$ cat src/rtl/instruction_fetch.sv
// Fetch stage: owns the PC, keeps at most one instruction-memory request in flight,
// and hands the returned word to decode with a valid/ready handshake.
module instruction_fetch #(
   parameter logic [31:0] RESET_PC   = 32'h0000_0000,
   parameter int unsigned ADDR_WIDTH = 32,
   parameter int unsigned INST_WIDTH = 32
) (
   input  logic                  clk_i,
   input  logic                  rst_ni,
   output logic                  imem_req_o,
   output logic [ADDR_WIDTH-1:0] imem_addr_o,
   input  logic                  imem_gnt_i,
   input  logic                  imem_rvalid_i,
   input  logic [INST_WIDTH-1:0] imem_rdata_i,
   input  logic                  redirect_i,
   input  logic [ADDR_WIDTH-1:0] redirect_pc_i,
   input  logic                  ready_i,
   output logic                  valid_o,
   output logic [INST_WIDTH-1:0] inst_o,
   output logic [6:0]            opcode_o,
   output logic [ADDR_WIDTH-1:0] pc_o,
   output logic                  misaligned_o
);

   localparam int unsigned OPCODE_W = 7;
   localparam logic [INST_WIDTH-1:0] NOP     = INST_WIDTH'(32'h0000_0013);
   localparam logic [OPCODE_W-1:0]   OP_ALUI = 7'b0010011;
   localparam logic [ADDR_WIDTH-1:0] PC_RST  = ADDR_WIDTH'(RESET_PC);
   localparam logic [ADDR_WIDTH-1:0] PC_STEP = ADDR_WIDTH'(4);

   typedef enum logic [1:0] {
      S_IDLE      = 2'd0,
      S_REQUEST   = 2'd1,
      S_WAIT_RESP = 2'd2,
      S_HOLD      = 2'd3
   } state_t;

   state_t                r_state;
   logic [ADDR_WIDTH-1:0] r_pc;
   logic                  r_drop;
   logic                  r_req;
   logic                  r_valid;
   logic [INST_WIDTH-1:0] r_inst;
   logic [OPCODE_W-1:0]   r_opcode;
   logic [ADDR_WIDTH-1:0] r_pc_out;
   logic                  r_mis;

   state_t                w_state_nxt;
   logic [ADDR_WIDTH-1:0] w_pc_nxt;
   logic                  w_drop_nxt;
   logic                  w_valid_nxt;
   logic                  w_capture;

   assign imem_req_o   = r_req;
   assign imem_addr_o  = r_pc;
   assign valid_o      = r_valid;
   assign inst_o       = r_inst;
   assign opcode_o     = r_opcode;
   assign pc_o         = r_pc_out;
   assign misaligned_o = r_mis;

   // Next-state and datapath control; a redirect overrides every state.
   always_comb begin
      w_state_nxt = r_state;
      w_pc_nxt    = r_pc;
      w_drop_nxt  = r_drop;
      w_valid_nxt = r_valid;
      w_capture   = 1'b0;
      if (redirect_i) begin
         w_pc_nxt    = {redirect_pc_i[ADDR_WIDTH-1:2], 2'b00};
         w_valid_nxt = 1'b0;
         w_state_nxt = S_REQUEST;
         if ((r_state == S_REQUEST) && imem_gnt_i) begin
            // request just left: its response must be drained before refetching
            w_drop_nxt  = 1'b1;
            w_state_nxt = S_WAIT_RESP;
         end else if ((r_state == S_WAIT_RESP) && !imem_rvalid_i) begin
            w_drop_nxt  = 1'b1;
            w_state_nxt = S_WAIT_RESP;
         end else if (r_state == S_WAIT_RESP) begin
            // response arrives with the redirect: discard it right here
            w_drop_nxt = 1'b0;
         end
      end else begin
         case (r_state)
            S_IDLE: w_state_nxt = S_REQUEST;
            S_REQUEST: begin
               if (imem_gnt_i) w_state_nxt = S_WAIT_RESP;
            end
            S_WAIT_RESP: begin
               if (imem_rvalid_i) begin
                  if (r_drop) begin
                     w_drop_nxt  = 1'b0;
                     w_state_nxt = S_REQUEST;
                  end else begin
                     w_capture   = 1'b1;
                     w_valid_nxt = 1'b1;
                     w_pc_nxt    = r_pc + PC_STEP;
                     w_state_nxt = S_HOLD;
                  end
               end
            end
            S_HOLD: begin
               if (ready_i) begin
                  w_valid_nxt = 1'b0;
                  w_state_nxt = S_REQUEST;
               end
            end
            default: w_state_nxt = S_IDLE;
         endcase
      end
   end

   // State register.
   always_ff @(posedge clk_i or negedge rst_ni) begin
      if (!rst_ni) r_state <= S_IDLE;
      else         r_state <= w_state_nxt;
   end

   // PC, drop flag, request strobe and the decode-facing output registers.
   always_ff @(posedge clk_i or negedge rst_ni) begin
      if (!rst_ni) begin
         r_pc     <= PC_RST;
         r_drop   <= 1'b0;
         r_req    <= 1'b0;
         r_valid  <= 1'b0;
         r_inst   <= NOP;
         r_opcode <= OP_ALUI;
         r_pc_out <= PC_RST;
         r_mis    <= 1'b0;
      end else begin
         r_pc    <= w_pc_nxt;
         r_drop  <= w_drop_nxt;
         r_req   <= (w_state_nxt == S_REQUEST);
         r_valid <= w_valid_nxt;
         r_mis   <= redirect_i & (|redirect_pc_i[1:0]);
         if (w_capture) begin
            r_inst   <= imem_rdata_i;
            r_opcode <= imem_rdata_i[OPCODE_W-1:0];
            r_pc_out <= r_pc;
         end
      end
   end

endmodule

$ cat config.mk
export PLATFORM = sky130hd
export DESIGN_NAME = instruction_fetch
export DESIGN_NICKNAME = d
export VERILOG_FILES = /design/src/rtl/instruction_fetch.sv
export SDC_FILE = /design/constraint.sdc
export NUM_CORES = 1
export LEC_CHECK = 0
export CAP_MARGIN = 20
export CORE_AREA = 2 2 127 129
export DETAILED_ROUTE_END_ITERATION = 7
export DIE_AREA = 0 0 129 131
export HOLD_SLACK_MARGIN = 0.15
export PLACE_DENSITY = 0.63
export SLEW_MARGIN = 0
export SYNTH_ARGS = -nofsm -noshare
export SYNTH_HDL_FRONTEND = slang
export SYNTH_SLANG_ARGS = --single-unit
$ cat constraint.sdc
create_clock -name clk_i -period 1.7 [get_ports clk_i]
set_input_delay 0.34 -clock clk_i [delete_from_list [all_inputs] [get_ports clk_i]]
set_output_delay 0.34 -clock clk_i [all_outputs]
set_load 0.03 [all_outputs]
Word level (Yosys, flattened, before mapping)

Cells that the tools add are included.

Flip-flop bits (word level): 109
Output and inout bits: 106

$add $sub $neg: 1
Eq/ne operators: 8
Mux-type cells: 27
Bitwise operators: 1
Reductions and logical operators: 12

Operator list:

| operator                                                         | number |
|---|---|
| 32-bit two-way mux                                               | 4 |
| 32-bit by 3-bit adder with 32-bit output (second input constant) | 1 |
| 1-bit two-way mux                                                | 14 |
| 2-bit two-way mux                                                | 7 |
| 3-bit inequality test (second input constant)                    | 3 |
| 2-bit one-hot mux with 4 select lines                            | 1 |
| 3-bit AND reduction                                              | 2 |
| 3-bit nonzero test                                               | 2 |
| 2-bit by 1-bit == test with 1-bit output (second input constant) | 2 |
| 2-bit == test (second input constant)                            | 2 |
| 4-bit AND reduction                                              | 1 |
| 2-bit nonzero test                                               | 2 |
| 1-bit logical AND                                                | 2 |
| 2-bit zero test                                                  | 1 |
| 2-bit inequality test (second input constant)                    | 1 |
| 1-bit one-hot mux with 2 select lines                            | 1 |
| 2-bit OR reduction                                               | 1 |
| 1-bit bitwise AND                                                | 1 |
| 1-bit zero test                                                  | 1 |

Depth between registers and ports, before layout

Depth in word-level cells: 6
Gate-level depth with buffers: 7

Least setup slack after synthesis

OpenSTA, ideal clock, no wires.

Path type: register to register
Start point: register r_pc[17], in the netlist imem_addr_o[17]
End point: register r_pc[30], in the netlist imem_addr_o[30]
Setup time: 0.082 ns
Arrival time: 1.963 ns
Data required time: 1.618 ns
Path slack: -0.344 ns
Stages on the path, launching flop included: 6
Cells stage by stage: dfrtp_1 > buf_2 > nand4_1 > or4_1 > or4_1 > a31oi_1

Word-level cells in the longest chain between the ends: 5

RTL lines:

| element                                  | line | RTL |
|---|---|---|
| start: declaration                       | 39   | `logic [ADDR_WIDTH-1:0] r_pc;` |
| start signal: assignment                 | 132  | `r_pc <= w_pc_nxt;` |
| 32-bit by 3-bit adder with 32-bit output | 98   | `w_pc_nxt = r_pc + PC_STEP;` |
| 32-bit two-way mux                       | 92   | `if (r_drop) begin` |
| 32-bit two-way mux                       | 91   | `if (imem_rvalid_i) begin` |
| 32-bit two-way mux                       | 85   | `case (r_state)` |
| 32-bit two-way mux                       | 69   | `if (redirect_i) begin` |

Every way passes these cells. The select of a mux whose other input is x is not followed.
A chain may end at the register's enable or synchronous reset.

Worst setup path after layout

Start point: register r_pc[26], in the netlist imem_addr_o[26]
End point: register r_pc[27], in the netlist imem_addr_o[27]

Same word-level chain as after synthesis.

==> summary.md <==
| Metric | Value |
|---|---|
| Die area | around 17000 um2 |
| Final Skew | roughly 11 ps |
| Register area | 2486 um2 |
| Routed len/inst | between 15 and 20 um |
| VDD IR max | ~0.00056 V |
| Antenna-violating nets left | 0 |
| Die Span Y | about 130 um |
| Most common cell after layout, fill and taps aside | dlygate4sd2_1 |
| Clock Path Buffers | 2 |
| Outcome | finished with violations |
| Worst skew pair latency | 350 ps |
| Vias in the first global route | slightly above 4000 |
| Core Footprint | ~16000 um2 |
| CP Data Arrival Time | between 2000 and 2500 ps |
| DR iter-0 viols | 161 |
| Post-route setup slack | -103.0 ps |
| Vias/cell | between 4 and 5 |
| Highest-count cells in the layout ignoring fill and taps | 99 x dlygate4sd2_1, 72 x buf_4, 71 x dfrtp_1, 68 x clkdlybuf4s50_1, 39 x mux2_4 |
| Fill cells | ~1400 |
| Total Routing Usage GR | around 16% |
| Cell count after synthesis | between 300 and 400 |
| Clock tree sinks | 98 |
| CTS Buf Count | 9 |
| Critical Path Sink Type | register |
| Number of port buffers | 171 |
| Setup violations, final | 6 |
| Number of I/O pins | about 180 |
| Routability cong. | between 0.8 and 0.9 |
| Worst hold margin | between 400 and 500 ps |
| Crit path max fanout | 3 |
| First drt pass iteration count | 4 |
| Yosys Warn Count | 0 |
| F_max | ~0.55 GHz |
| CTS tree | built |
| Post-synth EDFFs | 0 |
| Post-Route WL | ~15000 um |
| Clock transition at path regs | roughly 70 ps |
| Final net count | just over 700 |
| Violated checks | setup timing |
| Mapped cell area | 4566 um2 |
| Post-synth ARST share | between 90% and 100% |
| Layout cell share with drive strength beyond 1 | around 35% |
| Crit path kind | reg2reg |
| # DRC | 0 |
| Worst path required time | 1970 ps |
| Number of max-cap violations | 0 |
| H-tree depth | 3 |
| Antenna Cells | 0 |
| Antenna violations before repair | 0 |
| Post-synthesis register bit count | between 90 and 100 |
| Distinct cells, synth | 42 |
| Fin. max-slew vios | 0 |
| Starting Density | 29.27% |
| Area grow syn2layout | 68.70% |
| Util after Layout | approximately 50% |
| Leak | around 3.6 nW |
| Seq/Total Area, Yosys | between 50% and 60% |
| Vias | around 4100 |
| Mapped Avg Cell Area | between 10 and 15 um2 |
| Largest net degree at the start of global routing | 45 |
| Reg2Reg Setup Slack | -100 ps |
| Finished Layout Cells | 859 |
| Clock period minus worst slack | 1803 ps |
| Unrepaired setup endpoints after global routing | true |
| Hold Path Class | in2async |
| PwrDens | about 1200 nW/um2 |
| Root Buffer | clkbuf_16 |
| FP Rows | 46 |
| Final Hold Viols | 0 |
| Chip width | roughly 130 um |
| First-pass GRT wire length | between 20000 and 25000 um |
| Cell count after placement | 825 |
| Total global routing overflow | 0 |
| CP startpoint kind | register |
| DP HPWL | 10050 um |
| Period utilization | 106.1% |
| Main synth FF type | dfrtp_1 |
| Multi-input gate area | roughly 2200 um2 |
synthesized netlist by cell type, types with 3 or more instances:
cell	instances	area (um2)
a31oi_1	12	75.07
and2_1	4	25.02
and4_1	5	43.79
buf_2	10	50.05
buf_4	12	90.09
clkbuf_1	12	45.04
dfrtp_1	95	2377
dfstp_2	3	78.83
inv_1	7	26.28
mux2_2	63	709.4
nand2_1	29	108.9
nand2b_1	3	18.77
nand3_1	16	80.08
nand4_1	19	118.9
nor2_1	19	71.32
nor2b_1	6	37.54
nor4_1	5	31.28
o211ai_1	4	30.03
o21ai_0	14	70.07
o31a_1	4	35.03
o31ai_1	11	82.58
or4_1	15	112.6
xnor2_1	4	35.03
xor2_1	4	35.03
cell families after synthesis:
logic type	count (synthesis)	synth area share, %
other	1	0.08214
AOI/OAI and AO/OA	55	8.139
DFF	98	53.80
muxes	65	15.98
adders and majority gates	1	0.2740
buffers and inverters	43	4.823
xor gates and xnor gates	8	1.535
and+or+nand+nor	128	15.37
critical path, cell delays in order, from the launching register on:
cell	delay, ps
dfrtp_2	360
nand4_1	160
or4_4	580
or4_4	430
a31oi_2	190
metal layers:
| layer | share of wire [%] | GRT usage (%) | vias to the layer above |
|---|---|---|---|
| li1 | - | - | 1933 |
| met2 | 48 | 26.92 | 135 |
| met1 | 45 | 20.50 | 2063 |
| met5 | 0 | 0 | - |
| met3 | 6.1 | 3.502 | 9 |
| met4 | 1.2 | 5.563 | 0 |
power by group:
part / total (W) / leakage [nW] / internal, W / switching, W
clock: 0.00212 / 0.151 / 0.00121 / 0.000907
combinational: 0.00367 / 2.21 / 0.00159 / 0.00208
sequential: 0.00327 / 1.22 / 0.00294 / 0.000328
state kept, by name, summed over array words and instances (netlist names):
signal        flops
imem_addr_o      30
imem_req_o        1
inst_o           32
misaligned_o      1
pc_o             30
r_drop            1
r_state           2
valid_o           1
final timing paths:
check / start / end / cells after the start
worst max-delay path: imem_addr_o[26] / imem_addr_o[27] / 4
worst min-delay path: rst_ni / pc_o[17] / 2
worst max register to register: imem_addr_o[26] / imem_addr_o[27] / 4
worst min register to register: pc_o[24] / pc_o[24] / 1
max in group asynchronous: rst_ni / imem_addr_o[10] / 3
min in group clk_i: pc_o[24] / pc_o[24] / 1
metrics by stage:
stage	TNS [ps]	setup slack (ps)	power, W	instance area, um2
2_1_floorplan	-1630	-104.9	0.005423	4696
3_3_place_gp	-30150	-481.4	0.007104	7022
3_5_place_dp	-31580	-594.3	0.007183	7022
4_1_cts	-219.3	-93.06	0.008920	7251
5_1_grt	-2326	-143.0	0.009531	7702
6_report	-267.4	-103.0	0.009060	7702
cell type report:
cell class | count | area share [%]
clock buffers | 11 | 3.281
clock inverters | 5 | 0.6823
inverters | 7 | 0.3411
multi-input cells | 262 | 28.33
flip-flops and latches | 98 | 32.28
well taps | 216 | 3.509
repair buffers | 260 | 31.58
timing repair:
action                     4_1_cts  5_1_grt
resized for setup              109       68
setup endpoints to repair      116       43
hold endpoints to repair        23        0
hold buffers                     1        0
pin swaps                        6       14
buffers inserted                 1        8
cloned                           1        7
Note: power is estimated with default switching activity, not from simulation.
